[src/rtl/mem_pkg.sv]
// Shared types and constants for the memory-access pipeline stage.
// Holds the FSM encoding, alignment width and the op-error classification.
package mem_pkg;

  typedef enum logic [1:0] {IDLE, REQ, RESP} mem_state_t;

  localparam int ALIGN_BITS = 3;

  typedef enum logic [1:0] {
    ERR_NONE     = 2'd0,
    ERR_MISALIGN = 2'd1,
    ERR_ILLEGAL  = 2'd2,
    ERR_TIMEOUT  = 2'd3
  } mem_err_t;

  // Decides at accept time whether an op may reach the memory at all.
  function automatic mem_err_t classify_op(input logic                  rd,
                                           input logic                  wr,
                                           input logic [ALIGN_BITS-1:0] low_addr);
    if (rd && wr) return ERR_ILLEGAL;
    if ((rd || wr) && (low_addr != '0)) return ERR_MISALIGN;
    return ERR_NONE;
  endfunction

endpackage

[src/rtl/mem_timeout_ctr.sv]
// Clear/enable cycle counter used to bound the wait for a memory acknowledge.
// expired is high while the count sits at TIMEOUT-1.
module mem_timeout_ctr #(
  parameter int TIMEOUT = 16
) (
  input  logic clk,
  input  logic reset,
  input  logic clear,
  input  logic enable,
  output logic expired
);

  localparam int CW = $clog2(TIMEOUT);

  logic [CW-1:0] cnt_q, cnt_d;

  always_comb begin
    // NOTE: every _d defaults to its _q first, so no path through this block can infer a latch.
    cnt_d = cnt_q;
    if (clear) begin
      cnt_d = '0;
    end else if (enable) begin
      cnt_d = cnt_q + CW'(1);
    end
  end

  always_ff @(posedge clk) begin
    // NOTE: non-blocking assignments so every flop samples values from before the edge.
    if (reset) cnt_q <= '0;
    else       cnt_q <= cnt_d;
  end

  assign expired = (cnt_q == CW'(TIMEOUT - 1));

endmodule

[src/rtl/memory_access.sv]
// Memory stage: runs one req/ack data-memory transaction per instruction, stalls
// upstream meanwhile, and retires load data plus the branch decision.
module memory_access
  import mem_pkg::*;
#(
  parameter int N       = 64,
  parameter int TIMEOUT = 16
) (
  input  logic         clk,
  input  logic         reset,
  input  logic         in_valid,
  output logic         in_ready,
  input  logic         MemRead_M,
  input  logic         MemWrite_M,
  input  logic         Branch_M,
  input  logic         zero_M,
  input  logic [N-1:0] aluResult_M,
  input  logic [N-1:0] writeData_M,
  input  logic [N-1:0] PCBranch_M,
  output logic         dm_req,
  output logic         dm_we,
  output logic [N-1:0] dm_addr,
  output logic [N-1:0] dm_wdata,
  input  logic         dm_ack,
  input  logic [N-1:0] dm_rdata,
  output logic         out_valid,
  output logic [N-1:0] readData_M,
  output logic         PCSrc_M,
  output logic [N-1:0] PCBranch_out,
  output logic         mem_err
);

  mem_state_t   state_q, state_d;
  logic         dm_req_q, dm_req_d;
  logic         dm_we_q, dm_we_d;
  logic [N-1:0] dm_addr_q, dm_addr_d;
  logic [N-1:0] dm_wdata_q, dm_wdata_d;

  // Pending results of the instruction in flight; published on entry to RESP.
  logic         pcsrc_pend_q, pcsrc_pend_d;
  logic [N-1:0] target_pend_q, target_pend_d;
  logic [N-1:0] rdata_pend_q, rdata_pend_d;
  mem_err_t     err_pend_q, err_pend_d;

  logic [N-1:0] read_data_q, read_data_d;
  logic         pcsrc_q, pcsrc_d;
  logic [N-1:0] pcbranch_q, pcbranch_d;
  logic         mem_err_q, mem_err_d;

  mem_err_t     op_err;
  logic         expired;

  mem_timeout_ctr #(.TIMEOUT(TIMEOUT)) u_timeout (
    .clk     (clk),
    .reset   (reset),
    .clear   (state_q != REQ),
    .enable  (dm_req_q),
    .expired (expired)
  );

  always_comb begin
    state_d       = state_q;
    dm_req_d      = dm_req_q;
    dm_we_d       = dm_we_q;
    dm_addr_d     = dm_addr_q;
    dm_wdata_d    = dm_wdata_q;
    pcsrc_pend_d  = pcsrc_pend_q;
    target_pend_d = target_pend_q;
    rdata_pend_d  = rdata_pend_q;
    err_pend_d    = err_pend_q;
    read_data_d   = read_data_q;
    pcsrc_d       = pcsrc_q;
    pcbranch_d    = pcbranch_q;
    mem_err_d     = mem_err_q;
    op_err        = classify_op(MemRead_M, MemWrite_M, aluResult_M[ALIGN_BITS-1:0]);

    unique case (state_q)
      IDLE: begin
        if (in_valid) begin
          dm_addr_d     = aluResult_M;
          dm_wdata_d    = writeData_M;
          dm_we_d       = MemWrite_M;
          pcsrc_pend_d  = Branch_M & zero_M;
          target_pend_d = PCBranch_M;
          rdata_pend_d  = '0;
          err_pend_d    = op_err;
          if ((MemRead_M || MemWrite_M) && (op_err == ERR_NONE)) begin
            state_d  = REQ;
            dm_req_d = 1'b1;
          end else begin
            state_d  = RESP;
          end
        end
      end
      REQ: begin
        // A REQ cycle with the request already dropped is the wind-down cycle.
        if (dm_req_q) begin
          if (dm_ack) begin
            dm_req_d = 1'b0;
            if (!dm_we_q) rdata_pend_d = dm_rdata;
          end else if (expired) begin
            dm_req_d   = 1'b0;
            err_pend_d = ERR_TIMEOUT;
          end
        end else begin
          state_d = RESP;
        end
      end
      RESP: state_d = IDLE;
      default: state_d = IDLE;
    endcase

    if ((state_q != RESP) && (state_d == RESP)) begin
      read_data_d = rdata_pend_d;
      pcsrc_d     = pcsrc_pend_d;
      pcbranch_d  = target_pend_d;
      mem_err_d   = (err_pend_d != ERR_NONE);
    end
  end

  always_ff @(posedge clk) begin
    if (reset) begin
      state_q       <= IDLE;
      dm_req_q      <= 1'b0;
      dm_we_q       <= 1'b0;
      dm_addr_q     <= '0;
      dm_wdata_q    <= '0;
      pcsrc_pend_q  <= 1'b0;
      target_pend_q <= '0;
      rdata_pend_q  <= '0;
      err_pend_q    <= ERR_NONE;
      read_data_q   <= '0;
      pcsrc_q       <= 1'b0;
      pcbranch_q    <= '0;
      mem_err_q     <= 1'b0;
    end else begin
      state_q       <= state_d;
      dm_req_q      <= dm_req_d;
      dm_we_q       <= dm_we_d;
      dm_addr_q     <= dm_addr_d;
      dm_wdata_q    <= dm_wdata_d;
      pcsrc_pend_q  <= pcsrc_pend_d;
      target_pend_q <= target_pend_d;
      rdata_pend_q  <= rdata_pend_d;
      err_pend_q    <= err_pend_d;
      read_data_q   <= read_data_d;
      pcsrc_q       <= pcsrc_d;
      pcbranch_q    <= pcbranch_d;
      mem_err_q     <= mem_err_d;
    end
  end

  assign in_ready     = (state_q == IDLE);
  assign out_valid    = (state_q == RESP);
  assign dm_req       = dm_req_q;
  assign dm_we        = dm_we_q;
  assign dm_addr      = dm_addr_q;
  assign dm_wdata     = dm_wdata_q;
  assign readData_M   = read_data_q;
  assign PCSrc_M      = pcsrc_q;
  assign PCBranch_out = pcbranch_q;
  assign mem_err      = mem_err_q;

endmodule

[config.mk]
export PLATFORM = sky130hd
export DESIGN_NAME = memory_access
export DESIGN_NICKNAME = d
export VERILOG_FILES = /design/src/rtl/mem_pkg.sv /design/src/rtl/mem_timeout_ctr.sv /design/src/rtl/memory_access.sv
export SDC_FILE = /design/constraint.sdc
export NUM_CORES = 1
export LEC_CHECK = 0
export ABC_AREA = 1
export CAP_MARGIN = 10
export CORE_MARGIN = 5
export CORE_UTILIZATION = 30
export CTS_BUF_LIST = sky130_fd_sc_hd__clkbuf_4
export CTS_CLUSTER_SIZE = 30
export DETAILED_ROUTE_END_ITERATION = 8
export SLEW_MARGIN = 40
export SYNTH_ARGS = -nofsm -noshare
export SYNTH_HDL_FRONTEND = slang
export SYNTH_SLANG_ARGS = --single-unit
[constraint.sdc]
create_clock -name clk -period 2 [get_ports clk]
set_input_delay 0.3 -clock clk [delete_from_list [all_inputs] [get_ports clk]]
set_output_delay 0.3 -clock clk [all_outputs]
set_load 0.02 [all_outputs]
==> results_dict.tcl, run 1 <==
set metrics [dict create \
    path_clk_slew_ns 0.07 \
    hold_depth 3 \
    place_hpwl_um 36400 \
    fmax_mhz 536 \
    cts_root_buf "clkbuf_4" \
    tightestPinTransition_ns 0.782 \
    totalWireLength_um 52500 \
    syn_area_um2 14800 \
    drt-initial-drc-count 605 \
    row_count 81 \
    hold_class "in2reg" \
    dieArea_um2 53900 \
    yosys.cell_types.count 30 \
    drt_first_pass_iters 5 \
    status "complete, no violations" \
    crit_path_end_kind "output pin" \
    cp_num_buf_inv 1 \
    drc_errors 0 \
    cts.sinks 397 \
    synth_mux_area_frac 0 \
    fin_crit_sh 0.933 \
    nets 2887 \
    gr-total-overflow 0 \
    ff2ff_path_depth 6 \
    yosysWarnings 0 \
    crit_family "buffers and inverters" \
    nFillCells 4897 \
    final_cell_mix "586 x nor2_1, 404 x nand2_1, 395 x dfxtp_1" \
    layout-area-overhead-vs-synth_pct 55.8 \
    r2r_start "state_q[0]$_SDFF_PP0_" \
    cts_tree "yes" \
    syn_area_per_cell_um2 7.55 \
    grt_use_total 0.189 \
    final_common_cell "nor2_1" \
    start_util 0.303 \
    clock_skew_ns 0.0661 \
    vdd_ir_drop_max_mv 0.678 \
    ys_seq_area_frac 0.537 \
    min_period_ns 1.87 \
    syn-instance-count 1960 \
    ioPinCount 526 \
    max_cap_violations 0 \
    yosys.area_share.adder 0.000846 \
    synth_top_family_by_area "simple AND/OR/NAND/NOR gates" \
    rsz0062_at_grt "false" \
    powerDensity_nw_per_um2 850 \
    slew_headroom 0.479 \
    ys_seq_elements 397 \
    grt_max_degree 134 \
    slowest_delay_ns 0.42 \
    first_global_vias 15100 \
    core_area_um2 48800 \
    fin_setup_tns_ns 0 \
    cts_buffers 106 \
    hp-start "dm_rdata[16]" \
    clk_latency_ns 0.85 \
    synth_nets 2225 \
    ant_nets 0 \
    num_vias 14900 \
    cts_max_level 3 \
    cp_max_fo 2 \
    cts_max_path_buffers 3 \
    drive_gt1_frac 0.101 \
    setup_viol 0 \
    wl_per_cell_um 15.6 \
    synthSimpleGateAreaFrac 0.318 \
    die_h_um 232 \
    synth_compound_area_frac 0.0943 \
    hold_viol 0 \
    portBuffers 525 \
    cp_slowest_cell "dlygate4sd2_1" \
    yosys.area_share.xor_xnor 0.000592 \
    via_per_inst 4.42 \
    holdWs_ns 0.114 \
    power.leakage_nw 10.8 \
    cp.depth 1 \
    antenna_found_initial 8 \
    worstPathCellList "dlygate4sd2_1" \
    cp_data_arrival_time_ns 1.57 \
    die_width_um 232 \
    critPathLaunchType "flop" \
    crit_required_ns 1.70 \
    startpoint "PCBranch_out[58]$_SDFFE_PP0P_" \
    grt_pass1_wl_um 81600 \
    gp_congestion 0.807 \
    path_class "reg2out" \
    maxSlewViolCount 0 \
]
-- path summary, 6_finish.rpt --
check | endpoint | slack [ns]
min | rdata_pend_q[16]$_SDFF_PP0_ | 0.11
max | PCBranch_out[58] | 0.13
max reg2reg | dm_wdata[20]$_SDFFE_PP0P_ | 0.27
min reg2reg | rdata_pend_q[1]$_SDFF_PP0_ | 0.47
-- sequential cells by signal, summed over array words and instances, names as in the netlist --
name,cells
dm_addr,64
PCBranch_out,64
mem_err,1
rdata_pend_q,64
dm_wdata,64
dm_we,1
PCSrc_M,1
readData_M,64
dm_req,1
state_q,2
u_timeout.cnt_q,4
err_pend_q,2
pcsrc_pend_q,1
target_pend_q,64
-- cell families after synthesis --
family | Yosys count
simple gates | 1136
fa+ha+maj | 1
flops | 397
buf+inv | 153
compound gates | 272
xor+xnor | 1
-- Yosys cell counts (all sizes together) --
| library cell | number | area [µm²] |
|---|---|---|
| a21oi | 74 | 370 |
| and3 | 1 | 6.26 |
| buf | 79 | 435 |
| clkbuf | 54 | 210 |
| clkinv | 1 | 3.75 |
| dfxtp | 397 | 7950 |
| ha | 1 | 12.5 |
| inv | 19 | 71.3 |
| nand2 | 409 | 1540 |
| nand3 | 5 | 25.0 |
| nand3b | 65 | 488 |
| nand4 | 1 | 6.26 |
| nor2 | 589 | 2230 |
| nor3 | 1 | 5.00 |
| o21ai | 198 | 1020 |
| or2 | 65 | 407 |
| xor2 | 1 | 8.76 |
-- report_power, final --
part           internal, W  total, W  leakage (nW)  switching [W]
Combinational      0.00167   0.00374          6.74        0.00207
Clock              0.00375   0.00710         0.796        0.00335
Sequential         0.00848   0.00875          3.27       0.000266
-- area by class of cell --
cell class	instances	area, µm²	area share
clock inverter	21	128	0.00554
tap	664	831	0.0361
inverter	20	85.1	0.00369
clock buffer	160	1200	0.0521
sequential	397	7950	0.345
antenna	8	20.0	0.000869
timing repair buffer	687	6680	0.290
multi-input combinational	1410	6140	0.267
-- what timing repair did --
item	CTS	global route
gates resized for setup	278	8
buffers inserted	0	0
hold endpoints to repair	135	0
hold buffers	103	0
setup endpoints to repair	262	4
gates cloned	0	0
-- layer usage --
metal | routed length (µm) | global-route usage | vias to the layer above
met1 | 21000 | 0.212 | 6757
met2 | 25500 | 0.321 | 468
met5 | 0 | 0 | -
met4 | 1840 | 0.0897 | 0
met3 | 4140 | 0.0682 | 98
li1 | - | - | 7554
-- per-stage QoR --
stage | utilization | std cells | area (µm²) | setup slack [ns] | power [W]
2_1_floorplan | - | 1960 | 14800 | 0.417 | 0.0108
3_3_place_gp | 0.429 | 3075 | 21000 | -0.228 | 0.0128
3_5_place_dp | 0.429 | 3075 | 21000 | -0.172 | 0.0128
4_1_cts | 0.471 | 3359 | 23000 | -0.0655 | 0.0199
5_1_grt | 0.472 | 3366 | 23000 | 0.00194 | 0.0207
6_report | 0.472 | 3367 | 23000 | 0.134 | 0.0196
Note: power is estimated with default switching activity, not from simulation.
==> inputs of run 2 (changes only) <==
ABC_AREA = 0   (was 1)
SKIP_CTS_REPAIR_TIMING = 1   (was unset)
clock period = 1.63 ns   (was 2 ns; I/O delays follow)
==> run 2 against run 1 <==
  * The run now ends with setup timing left
  * Register-to-register slack worse by 0.51 ns
  * Non-clock buffer count rose by 72
  * Clock skew is 0.013 ns lower
  * Area after synthesis fell by 7.0%
==> results_dict.tcl, run 2 <==
set metrics [dict create \
    clk_latency_ns 0.81 \
    clock_skew_ns 0.0534 \
    placed_area_um2 20100 \
    gr-total-overflow 0 \
    tightestPinTransition_ns 0.518 \
    final_cell_mix "262 x clkdlybuf4s50_1, 260 x nand2_1, 209 x dfxtp_2" \
    dr_wl_met3_um 4450 \
    totalWireLength_um 54600 \
    grt_pass1_wl_um 74900 \
    power.leakage_nw 9.58 \
    syn_area_um2 13800 \
    routed.top_layer "met5" \
    antenna_found_initial 5 \
    first_global_vias 13200 \
    violations "setup timing" \
    ant_nets 0 \
    cts.sinks 397 \
    layout-area-overhead-vs-synth_pct 73.4 \
    yosys-top-cells-area "dfxtp_1 58%, nand2_1 7.1%, a211oi_1 6.5%" \
    crit_required_ns 2.31 \
    ys_seq_area_frac 0.578 \
    status "finished with violations" \
    cellInternalPower_w 0.0177 \
    crit_path_end_kind "flop" \
    combPwrFrac 0.196 \
    start_util 0.303 \
    grt_max_degree 108 \
    place_hpwl_um 35100 \
    drc_errors 0 \
    layout_setup_ws_ns -0.236 \
    fin_crit_sh 1.14 \
    vdd_ir_drop_max_mv 0.595 \
    synth_top_area_frac 0.578 \
    critPathLaunchType "flop" \
    synth_top_area_cell "dfxtp_1" \
    dp.cells 2542 \
    portBuffers 525 \
    p_seq_frac 0.441 \
    ys_seq_elements 397 \
    drive_gt1_frac 0.358 \
    via_per_inst 4.82 \
    drt_first_pass_iters 5 \
    final_common_cell "clkdlybuf4s50_1" \
    yosysWarnings 0 \
    rsz0062_at_grt "true" \
    syn_area_per_cell_um2 9.25 \
    cp_data_arrival_time_ns 2.55 \
    ioPinCount 526 \
    synth_edf_count 0 \
    met2_length_um 27100 \
    wl_per_cell_um 18.9 \
    dieArea_um2 50300 \
    gp_congestion 0.854 \
    cts_root_buf "clkbuf_4" \
    num_vias 14000 \
    path_class "reg2reg" \
    synthMostInstantiatedCell "dfxtp_1" \
    max_cap_violations 0 \
    min_period_ns 1.87 \
    fmax_mhz 536 \
    place_ws_ns -0.815 \
    slew_headroom 0.655 \
    yosys.cell_types.count 37 \
    core_area_um2 45400 \
    syn-instance-count 1488 \
    cts_tree "yes" \
    drt-initial-drc-count 788 \
    synth_commonest_cells "397 x dfxtp_1, 260 x nand2_1, 138 x nor2_1" \
    row_count 78 \
    maxSlewViolCount 0 \
    cts_max_path_buffers 3 \
    finalInstanceArea_um2 23900 \
    cp_max_fo 9 \
    cts_max_level 3 \
    nets 2479 \
    path_clk_slew_ns 0.06 \
    powerDensity_nw_per_um2 1020 \
    clkPwrFrac 0.364 \
    grt_use_total 0.186 \
    async_reset_ff_frac 0 \
    synth_nets 1753 \
    setup_viol 310 \
    yosys_most_used_dff "dfxtp_1" \
    fin_cells 2895 \
    die_width_um 224 \
    netSwitchingFraction 0.274 \
    hold_class "in2reg" \
    die_h_um 224 \
    cts_buffers 105 \
    met1_length_um 21700 \
    hold_viol 0 \
    p_switching_w 0.00667 \
]
## run 2: kinds of logic (layout without fill, tap and decap cells)
kind of cell,after synthesis,after routing,share of synthesized area
AND/OR/NAND/NOR,547,547,0.166
multiplexers,65,65,0.0473
AO/OA/AOI/OAI,333,333,0.161
adder cells (fa/ha/maj),1,1,0.000909
buffers and inverters,140,943,0.0439
other,0,4,0
XOR/XNOR,5,5,0.00318
flip-flops,397,397,0.578
## run 2: layout make-up
| class | count | area, µm² |
|---|---|---|
| clock inverter | 11 | 67.6 |
| multi-input combinational | 951 | 5480 |
| timing repair buffer | 759 | 8030 |
| tap | 600 | 751 |
| sequential | 397 | 8230 |
| antenna | 4 | 10.0 |
| fill | 4050 | 21500 |
| clock buffer | 173 | 1300 |
## run 2: power by group through the flow
| stage | clock network [W] | logic [W] | registers (W) |
|---|---|---|---|
| 2_1_floorplan | 0 | 0.00144 | 0.0113 |
| 3_3_place_gp | 0 | 0.00414 | 0.0108 |
| 3_5_place_dp | 0 | 0.00418 | 0.0108 |
| 4_1_cts | 0.00922 | 0.00420 | 0.0106 |
| 5_1_grt | 0.00976 | 0.00507 | 0.0108 |
| 6_report | 0.00887 | 0.00477 | 0.0107 |
## run 2: final timing paths
check / startpoint / to / slack (ns) / depth (start not counted)
max: state_q[0]$_SDFF_PP0_ / mem_err$_SDFFE_PP0P_ / -0.24 / 7
min: aluResult_M[0] / dm_addr[0]$_SDFFE_PP0P_ / 0.05 / 3
max reg2reg: state_q[0]$_SDFF_PP0_ / mem_err$_SDFFE_PP0P_ / -0.24 / 7
min reg2reg: dm_addr[4]$_SDFFE_PP0P_ / dm_addr[4]$_SDFFE_PP0P_ / 0.46 / 2
## run 2: layer usage
metal / GRT usage / up-vias
li1: - / 6683
met1: 0.216 / 6642
met2: 0.317 / 532
met3: 0.0692 / 101
met4: 0.0676 / 4
met5: 0 / -
## run 2: through the flow
step                hold WS [ns]   util  total power [W]  setup TNS, ns
floorplan                  0.381      -           0.0128         -13.49
global placement           0.442  0.444           0.0149        -173.70
detailed placement         0.446  0.444           0.0150        -186.68
CTS                       -0.374  0.474           0.0240        -184.42
global route            -0.00887  0.526           0.0256         -56.66
finish                    0.0539  0.526           0.0244         -29.83
## run 2: critical path, stage by stage (launching register included)
cell and delay [ns]:
dfxtp_1 0.32, buf_4 0.17, nor3b_4 0.16, buf_4 0.14, or2_4 0.28, clkbuf_16 0.21
buf_12 0.14, a311oi_1 0.31
